<file path="config.mk">
export PLATFORM = sky130hd
export DESIGN_NAME = dtb_capture_ctrl_flat
export DESIGN_NICKNAME = d
export VERILOG_FILES = /design/src/rtl/dtb_capture_ctrl_if.sv /design/src/rtl/dtb_capture_ctrl.sv /design/src/flat_wrapper.sv
export SDC_FILE = /design/constraint.sdc
export NUM_CORES = 1
export LEC_CHECK = 0
export CORE_MARGIN = 2
export CORE_UTILIZATION = 40
export CTS_BUF_LIST = sky130_fd_sc_hd__clkbuf_2 sky130_fd_sc_hd__clkbuf_4 sky130_fd_sc_hd__clkbuf_8
export DETAILED_ROUTE_END_ITERATION = 12
export PLACE_DENSITY_LB_ADDON = 0.15
export SLEW_MARGIN = 10
export SYNTH_ARGS = -nofsm -noshare
export SYNTH_HDL_FRONTEND = slang
export SYNTH_SLANG_ARGS = --single-unit
</file>
<file path="constraint.sdc">
create_clock -name clk_i -period 2.1 [get_ports clk_i]
set_input_delay 0.315 -clock clk_i [delete_from_list [all_inputs] [get_ports clk_i]]
set_output_delay 0.315 -clock clk_i [all_outputs]
set_load 0.005 [all_outputs]
</file>
<file path="src/rtl/dtb_capture_ctrl_if.sv">
// Data Trace Buffer shared types and the capture controller port bundle.
// The package travels with the interface so both the DUT and the bench see one definition.
package dtb_pkg;
   localparam int TRB_WIDTH      = 32;
   localparam int TRB_DEPTH      = 32;
   localparam int TRB_DELAY_BITS = 2;
   localparam int TRB_AW         = $clog2(TRB_DEPTH);
   localparam int TRB_PW         = $clog2(TRB_WIDTH);

   typedef struct packed {
      logic [7:0]                trg_num_traces;
      logic                      trg_mode;
      logic [TRB_DELAY_BITS-1:0] trg_delay;
   } control_t;

   typedef struct packed {
      logic              trg_event;
      logic [TRB_PW-1:0] event_pos;
      logic [TRB_AW-1:0] event_addr;
   } status_t;

   localparam status_t STATUS_DEFAULT = '0;
endpackage

interface dtb_capture_ctrl_if;
   import dtb_pkg::*;

   control_t               control_i;
   logic                   arm_i;
   logic                   valid_i;
   logic [TRB_WIDTH-1:0]   data_i;
   logic [TRB_WIDTH-1:0]   trigger_i;
   logic                   bram_we_o;
   logic [TRB_AW-1:0]      bram_addr_o;
   logic [TRB_WIDTH-1:0]   bram_data_o;
   status_t                status_o;
   logic                   busy_o;
   logic                   done_o;

   modport master (
      output control_i, arm_i, valid_i, data_i, trigger_i,
      input  bram_we_o, bram_addr_o, bram_data_o,
      input  status_o, busy_o, done_o
   );

   modport slave (
      input  control_i, arm_i, valid_i, data_i, trigger_i,
      output bram_we_o, bram_addr_o, bram_data_o,
      output status_o, busy_o, done_o
   );
endinterface

</file>
<file path="src/rtl/dtb_capture_ctrl.sv">
// Write-side controller for the Data Trace Buffer ring.
// Captures trace words, records the first trigger and stops after the post window.
module dtb_capture_ctrl
   import dtb_pkg::*;
(
   input  logic                 clk_i,
   input  logic                 rst_i,
   dtb_capture_ctrl_if.slave    bus
);

   localparam int CW = TRB_AW;

   typedef enum logic [1:0] {
      S_IDLE,
      S_CAPTURE,
      S_POST,
      S_DONE
   } state_t;

   state_t                 r_state, w_nxt;
   logic [TRB_AW-1:0]      r_wptr;
   logic [CW-1:0]          r_cnt, w_cnt;
   logic                   r_mode;
   logic [TRB_DELAY_BITS-1:0] r_delay;
   status_t                r_status, w_status;
   logic                   r_we, w_we;
   logic [TRB_AW-1:0]      r_addr;
   logic [TRB_WIDTH-1:0]   r_data;
   logic                   r_busy, r_done;
   logic                   w_clear;
   logic [CW-1:0]          w_load;
   logic                   w_unused;

   assign w_unused = ^bus.control_i.trg_num_traces;

   function automatic logic [TRB_PW-1:0] lsb_idx(input logic [TRB_WIDTH-1:0] v);
      lsb_idx = '0;
      for (int i = TRB_WIDTH-1; i >= 0; i--)
         if (v[i]) lsb_idx = TRB_PW'(i);
   endfunction

   assign w_load = CW'(r_delay) * CW'(TRB_DEPTH/4);

   always_comb begin
      w_nxt    = r_state;
      w_we     = 1'b0;
      w_cnt    = r_cnt;
      w_status = r_status;
      w_clear  = 1'b0;
      if (bus.arm_i) begin
         w_nxt   = S_CAPTURE;
         w_clear = 1'b1;
         w_cnt   = '0;
      end else begin
         unique case (r_state)
            S_CAPTURE: if (bus.valid_i) begin
               w_we = 1'b1;
               if (bus.trigger_i != '0) begin
                  w_status.trg_event  = 1'b1;
                  w_status.event_pos  = lsb_idx(bus.trigger_i);
                  w_status.event_addr = r_wptr;
                  w_cnt = w_load;
                  if (w_load != '0)
                     w_nxt = S_POST;
                  else if (!r_mode)
                     w_nxt = S_DONE;
               end
            end
            S_POST: if (bus.valid_i) begin
               w_we  = 1'b1;
               w_cnt = r_cnt - CW'(1);
               if (r_cnt == CW'(1))
                  w_nxt = r_mode ? S_CAPTURE : S_DONE;
            end
            default: ;
         endcase
      end
   end

   always_ff @(posedge clk_i) begin
      if (rst_i) begin
         r_state  <= S_IDLE;
         r_wptr   <= '0;
         r_cnt    <= '0;
         r_mode   <= 1'b0;
         r_delay  <= '0;
         r_status <= STATUS_DEFAULT;
         r_we     <= 1'b0;
         r_addr   <= '0;
         r_data   <= '0;
         r_busy   <= 1'b0;
         r_done   <= 1'b0;
      end else begin
         r_state <= w_nxt;
         r_cnt   <= w_cnt;
         r_we    <= w_we;
         r_busy  <= (w_nxt == S_CAPTURE) || (w_nxt == S_POST);
         r_done  <= (w_nxt == S_DONE);
         if (w_clear) begin
            r_wptr   <= '0;
            r_status <= STATUS_DEFAULT;
            r_mode   <= bus.control_i.trg_mode;
            r_delay  <= bus.control_i.trg_delay;
         end else begin
            r_status <= w_status;
            if (w_we) r_wptr <= r_wptr + TRB_AW'(1);
         end
         if (w_we) begin
            r_addr <= r_wptr;
            r_data <= bus.data_i;
         end
      end
   end

   assign bus.bram_we_o   = r_we;
   assign bus.bram_addr_o = r_addr;
   assign bus.bram_data_o = r_data;
   assign bus.status_o    = r_status;
   assign bus.busy_o      = r_busy;
   assign bus.done_o      = r_done;

endmodule
</file>
<file path="src/flat_wrapper.sv">
// flat-port wrapper written by rule: the top's interface ports become plain ports
module dtb_capture_ctrl_flat import dtb_pkg::*;
  (clk_i, rst_i, bus_control_i, bus_arm_i, bus_valid_i, bus_data_i, bus_trigger_i, bus_bram_we_o, bus_bram_addr_o, bus_bram_data_o, bus_status_o, bus_busy_o, bus_done_o);
  dtb_capture_ctrl_if bus_i ();
  input  logic clk_i;
  input  logic rst_i;
  input wire logic [$bits(bus_i.control_i)-1:0] bus_control_i;
  input wire logic [$bits(bus_i.arm_i)-1:0] bus_arm_i;
  input wire logic [$bits(bus_i.valid_i)-1:0] bus_valid_i;
  input wire logic [$bits(bus_i.data_i)-1:0] bus_data_i;
  input wire logic [$bits(bus_i.trigger_i)-1:0] bus_trigger_i;
  output wire logic [$bits(bus_i.bram_we_o)-1:0] bus_bram_we_o;
  output wire logic [$bits(bus_i.bram_addr_o)-1:0] bus_bram_addr_o;
  output wire logic [$bits(bus_i.bram_data_o)-1:0] bus_bram_data_o;
  output wire logic [$bits(bus_i.status_o)-1:0] bus_status_o;
  output wire logic [$bits(bus_i.busy_o)-1:0] bus_busy_o;
  output wire logic [$bits(bus_i.done_o)-1:0] bus_done_o;
  assign bus_i.control_i = bus_control_i;
  assign bus_i.arm_i = bus_arm_i;
  assign bus_i.valid_i = bus_valid_i;
  assign bus_i.data_i = bus_data_i;
  assign bus_i.trigger_i = bus_trigger_i;
  assign bus_bram_we_o = bus_i.bram_we_o;
  assign bus_bram_addr_o = bus_i.bram_addr_o;
  assign bus_bram_data_o = bus_i.bram_data_o;
  assign bus_status_o = bus_i.status_o;
  assign bus_busy_o = bus_i.busy_o;
  assign bus_done_o = bus_i.done_o;
  dtb_capture_ctrl u_core (.clk_i(clk_i), .rst_i(rst_i), .bus(bus_i));
endmodule
</file>
# Word level (Yosys, flattened, before mapping)
# Cells that the tools add are included.
# totals
regBits,66
inputBits,79
output_inout_bits,51
elab_cells,83
# classes
add_sub_neg,2
n_eq_ne,9
mux,49
bitwise_logic,1
reduce_logical,9
# ops
operator,count
$mux W5,35
$reduce_bool A32 Y1,1
$mux W2,8
$pmux W5 S2,1
$reduce_and A4 Y1,2
$eq A2 B2 Y1 const B,3
$reduce_or A2 Y1,3
$add A5 B1 Y5 const B,1
$eq A5 B1 Y1 const B,1
$reduce_bool A5 Y1,1
$sub A5 B1 Y5 const B,1
$eq A2 B1 Y1 const B,2
$mux W1,4
$ne A2 B2 Y1 const B,2
$pmux W2 S2,1
$ne A2 B1 Y1 const B,1
$reduce_bool A2 Y1,1
$logic_or A1 B1 Y1,1
$not A1 Y1,1

# Logic depth before layout (Yosys ltp)
# Gate-level depths: netlist (run 1).
# logic_depth
word_depth,32
depth_mapped,10
mapped_depth_nobuf,9

# Worst setup path before layout (run 1)
# No wires, ideal clock.
# synth_path
path_type,in2reg
start,input port bus_trigger_i[29]
end,register u_core.r_busy (netlist: u_core.bus.busy_o)
setup_ps,127
arrival_time_ps,1840
required_time_ps,1973
setup_slack_ps,132
path_stages,7
path_buffers,0
path_cell_list,nor4_2 -> nand4_4 -> or2_1 -> a31oi_1 -> o21ai_1 -> ha_1 -> nor2b_1
# synth_via
elab_chain_cells,7
word_cells_on_any_way,8
cone_classes,eq/ne: 2; mux: 4; reduce/logical: 2
# synth_lines
item,line,rtl
"start, declared",flat_wrapper.sv:11,input wire logic [$bits(bus_i.trigger_i)-1:0] bus_trigger_i;
$reduce_bool A32 Y1 (*),dtb_capture_ctrl.sv:58,if (bus.trigger_i != '0) begin
$mux W2 (*),dtb_capture_ctrl.sv:58,
$mux W2 (*),dtb_capture_ctrl.sv:56,S_CAPTURE: if (bus.valid_i) begin
$pmux W2 S2 (*),dtb_capture_ctrl.sv:55,unique case (r_state)
$mux W2 (*),dtb_capture_ctrl.sv:50,if (bus.arm_i) begin
net u_core.w_nxt[0],dtb_capture_ctrl.sv:20,"state_t r_state, w_nxt;"
$eq A2 B1 Y1 / $eq A2 B2 Y1 (equally long branches),dtb_capture_ctrl.sv:97,r_busy <= (w_nxt == S_CAPTURE) || (w_nxt == S_POST);
$logic_or A1 B1 Y1 (*),dtb_capture_ctrl.sv:97,
"end signal, assigned",dtb_capture_ctrl.sv:97,
"end, declared",dtb_capture_ctrl.sv:29,"logic r_busy, r_done;"
# Mark *: on every way through the listed nets, which the timed path passes. The rest lies on a longest branch.
# A chain may end at the register's enable or synchronous reset.

# Final worst setup path (run 1)
# layout_path
start,input port bus_trigger_i[27]
end,register u_core.r_busy (netlist: u_core.bus.busy_o)
# Same word-level chain as after synthesis.

==> results of run 1 <==
## metrics by stage
stage	cell area, sq um	instances	utilization (%)
2_1_floorplan	3140	385	-
3_3_place_gp	4810	638	62.5
3_5_place_dp	4810	638	62.5
4_1_cts	5090	660	66.3
5_1_grt	5190	665	67.5
6_report	5190	665	67.5
## logic make-up after synthesis
group                    Yosys count
flip-flops                        66
buffers and inverters             36
multiplexers                       8
XOR/XNOR                           4
AND/OR/NAND/NOR                  174
adder cells (fa/ha/maj)            6
AO/OA/AOI/OAI                     91
## metal layers
| metal | share of wire [%] | track usage [%] | up-vias |
|---|---|---|---|
| li1 | - | - | 1681 |
| met1 | 42 | 26.2 | 1545 |
| met2 | 48 | 35.8 | 119 |
| met3 | 9.0 | 7.32 | 4 |
| met4 | 0.63 | 6.99 | 0 |
| met5 | 0 | 0 | - |
## state kept, by name, summed over array words and instances, names as in the netlist
register and cells:
u_core.bus.bram_data_o 32, u_core.r_mode 1, u_core.bus.done_o 1, u_core.r_delay 2
u_core.bus.status_o 11, u_core.r_wptr 5, u_core.bus.bram_addr_o 5, u_core.r_cnt 5
u_core.bus.bram_we_o 1, u_core.r_state 2, u_core.bus.busy_o 1
## where the power goes
group / switching (W) / total (W) / internal, W
Sequential: 0.0000209 / 0.00131 / 0.00128
Combinational: 0.000218 / 0.000500 / 0.000283
Clock: 0.000497 / 0.00122 / 0.000721
Total: 0.000736 / 0.00302 / 0.00229
## Yosys cell counts (3+ instances only)
cell      count
nand2_1      92
dfxtp_1      66
a21oi_1      49
nor2_1       32
clkbuf_1     16
inv_1        15
o21ai_0      11
mux2i_1       8
nor3_1        8
nor4_4        7
ha_1          6
nand3_1       6
nor2b_1       5
nor4_1        5
or3_1         5
a31oi_1       4
o31a_1        4
o21a_1        3
o31ai_1       3
xor2_1        3
## final timing paths
kind | depth (start not counted) | slack, ns | start | endpoint
max | 8 | 0.03 | bus_trigger_i[27] | u_core.bus.busy_o
min | 2 | 0.26 | rst_i | u_core.bus.busy_o
max reg2reg | 9 | 0.14 | u_core.r_state[0] | u_core.bus.busy_o
min reg2reg | 2 | 0.45 | u_core.bus.bram_data_o[10] | u_core.bus.bram_data_o[10]
## final cells by class
| class | instances | area share (%) |
|---|---|---|
| clock buffers | 11 | 2.80 |
| clock inverters | 5 | 1.64 |
| inverters | 15 | 1.08 |
| multi-input cells | 283 | 32.8 |
| flip-flops and latches | 66 | 25.5 |
| well taps | 102 | 2.46 |
| repair buffers | 183 | 33.8 |
## timing repair
item | CTS | global route
endpoints found under the hold margin | 0 | 0
pin swaps | 9 | 11
setup endpoints to repair | 2 | 2
gates resized for setup | 6 | 24
setup buffers | 6 | 5
==> results by group, run 1 <==
Power and ir drop
  – P_leak: 2.12 nW
  – Pwr Total: 0.00302 W
  – Max IR drop VDD: 0.625 mV
  – PD cells: 582 nW/um^2

Yosys
  – Mux cell area share after synthesis: 2.55%
  – Yosys warnings: 0
  – Post-Synth Simple-Gate Area: 29.0%
  – Adder-Cell Fraction of Synth Area: 2.39%
  – Post-synthesis compound-gate area fraction: 18.2%
  – Seq/Total Area, Yosys: 42.0%
  – Area contributors post-synth: dfxtp_1 42%, nand2_1 11%, a21oi_1 7.8%
  – Synth Area in XOR/XNOR: 1.11%
  – Yosys reg bits: 66
  – Synth Instances: 385
  – Post-synth top area share: 42.0%
  – Mapped Area: 3140 sq um
  – Yosys cell types: 47
  – Post-synth EDFFs: 0
  – Synthesized Nets: 470
  – Largest family of logic cells by synthesized area: simple AND/OR/NAND/NOR gates
  – Prevailing post-synth register cell: dfxtp_1
  – Fraction of registers with async set or reset after synthesis: 0%
  – Post-synth top area cell: dfxtp_1
  – Syn Area/Cell: 8.17 sq um

Detailed routing
  – Antenna-violating nets left: 0
  – Detailed Route WL: 9070 microns
  – DR vias: 3349
  – Remaining DRCs: 0
  – Initial DRT Pass Iterations: 5
  – Post-DR wirelength/cell: 13.6 microns
  – DRT iter0 DRCs: 178
  – Vias per std cell: 5.04

Global routing
  – Initial antenna violation count: 0
  – Largest net degree at the start of global routing: 43
  – Remaining global-route overflow: 0
  – Vias in the first global route: 3262
  – First-pass GRT wire length: 15000 microns
  – Total GRT Usage: 21.6%

Worst setup path
  – Critical-path top delay cell: clkdlybuf4s50_1
  – Crit path DAT: 2.29 ns
  – Crit-path max cell delay: 0.46 ns
  – Critical path class: input port to register
  – CP max FO: 4
  – Worst path cell trace: clkdlybuf4s50_1, nor4_4, nand4_4, or2_4, a31oi_4, o21ai_1, ha_1, nor2b_1
  – Worst Path Buf+Inv: 1
  – Critical path endpoint category: register
  – Worst endpoint required time: 2.32 ns
  – Crit path max-delay family: simple AND/OR/NAND/NOR gates
  – CP Launch Type: input port

Final layout
  – Register area: 1320 sq um
  – NumNets Final: 643
  – Layout cells sized above 1: 17.4%
  – Most common cell after layout, fill and taps aside: clkdlybuf4s50_1
  – Most frequent cells in the layout: 98 x clkdlybuf4s50_1, 92 x nand2_1, 65 x dfxtp_1
  – # fillers: 645
  – Area Overhead vs Synth: 65.1%
  – Multi-input logic area: 1700 sq um
  – Antenna diodes: 0

CTS
  – Root buffer cell: clkbuf_8
  – Clock sink total: 66
  – Hold buffers post-CTS: 0
  – Clk_lat worst skew: 0.34 ns
  – H-tree depth: 3
  – Total CTS buffers: 9
  – Clock slew seen by the registers of the worst setup and hold paths: 0.07 ns
  – CTS tree: done
  – Max Root-Sink Buffers: 2

Floorplan
  – Initial Utilization: 40.9%
  – Die width: 92.7 microns
  – Std-Cell Rows: 32
  – IO Pins: 130
  – Die Ht: 92.7 microns
  – Die area: 8590 sq um
  – Core area: 7690 sq um

STA
  – Hold Worst Slack: 0.261 ns
  – Final Hold Fails: 0
  – Worst Tran Pin Value: 0.486 ns
  – TNS Setup: 0 ns
  – Peak Freq: 484 MHz
  – Pins Over Slew Limit: 0
  – Crit path time final: 2.07 ns
  – Fin crit share: 98.4%
  – Final setup viols: 0
  – Final worst setup slack: 0.0342 ns
  – Rel. slew slack: 67.5%
  – Clock Skew: 0.0103 ns

Place
  – Dpl ws: -0.435 ns
  – IO Port Bufs: 121
  – Routability cong.: 0.850
  – HPWL Detailed: 6560 microns

Outcome
  – Outcome: finished clean

Job
  – Max Cap Violations: 0

Hold path
  – Worst min path class: input port to register
(Power assumes the default switching activity.)
==> run 2, diff against run 1 <==
--- a/config.mk
+++ b/config.mk
@@ -10,6 +10,7 @@
 export CTS_BUF_LIST = sky130_fd_sc_hd__clkbuf_2 sky130_fd_sc_hd__clkbuf_4 sky130_fd_sc_hd__clkbuf_8
 export DETAILED_ROUTE_END_ITERATION = 12
 export PLACE_DENSITY_LB_ADDON = 0.15
+export SKIP_LAST_GASP = 1
 export SLEW_MARGIN = 10
 export SYNTH_ARGS = -nofsm -noshare
 export SYNTH_HDL_FRONTEND = slang
==> results of run 2 <==
Same layout as run 1: the final DEF is identical, and so are final timing and power.
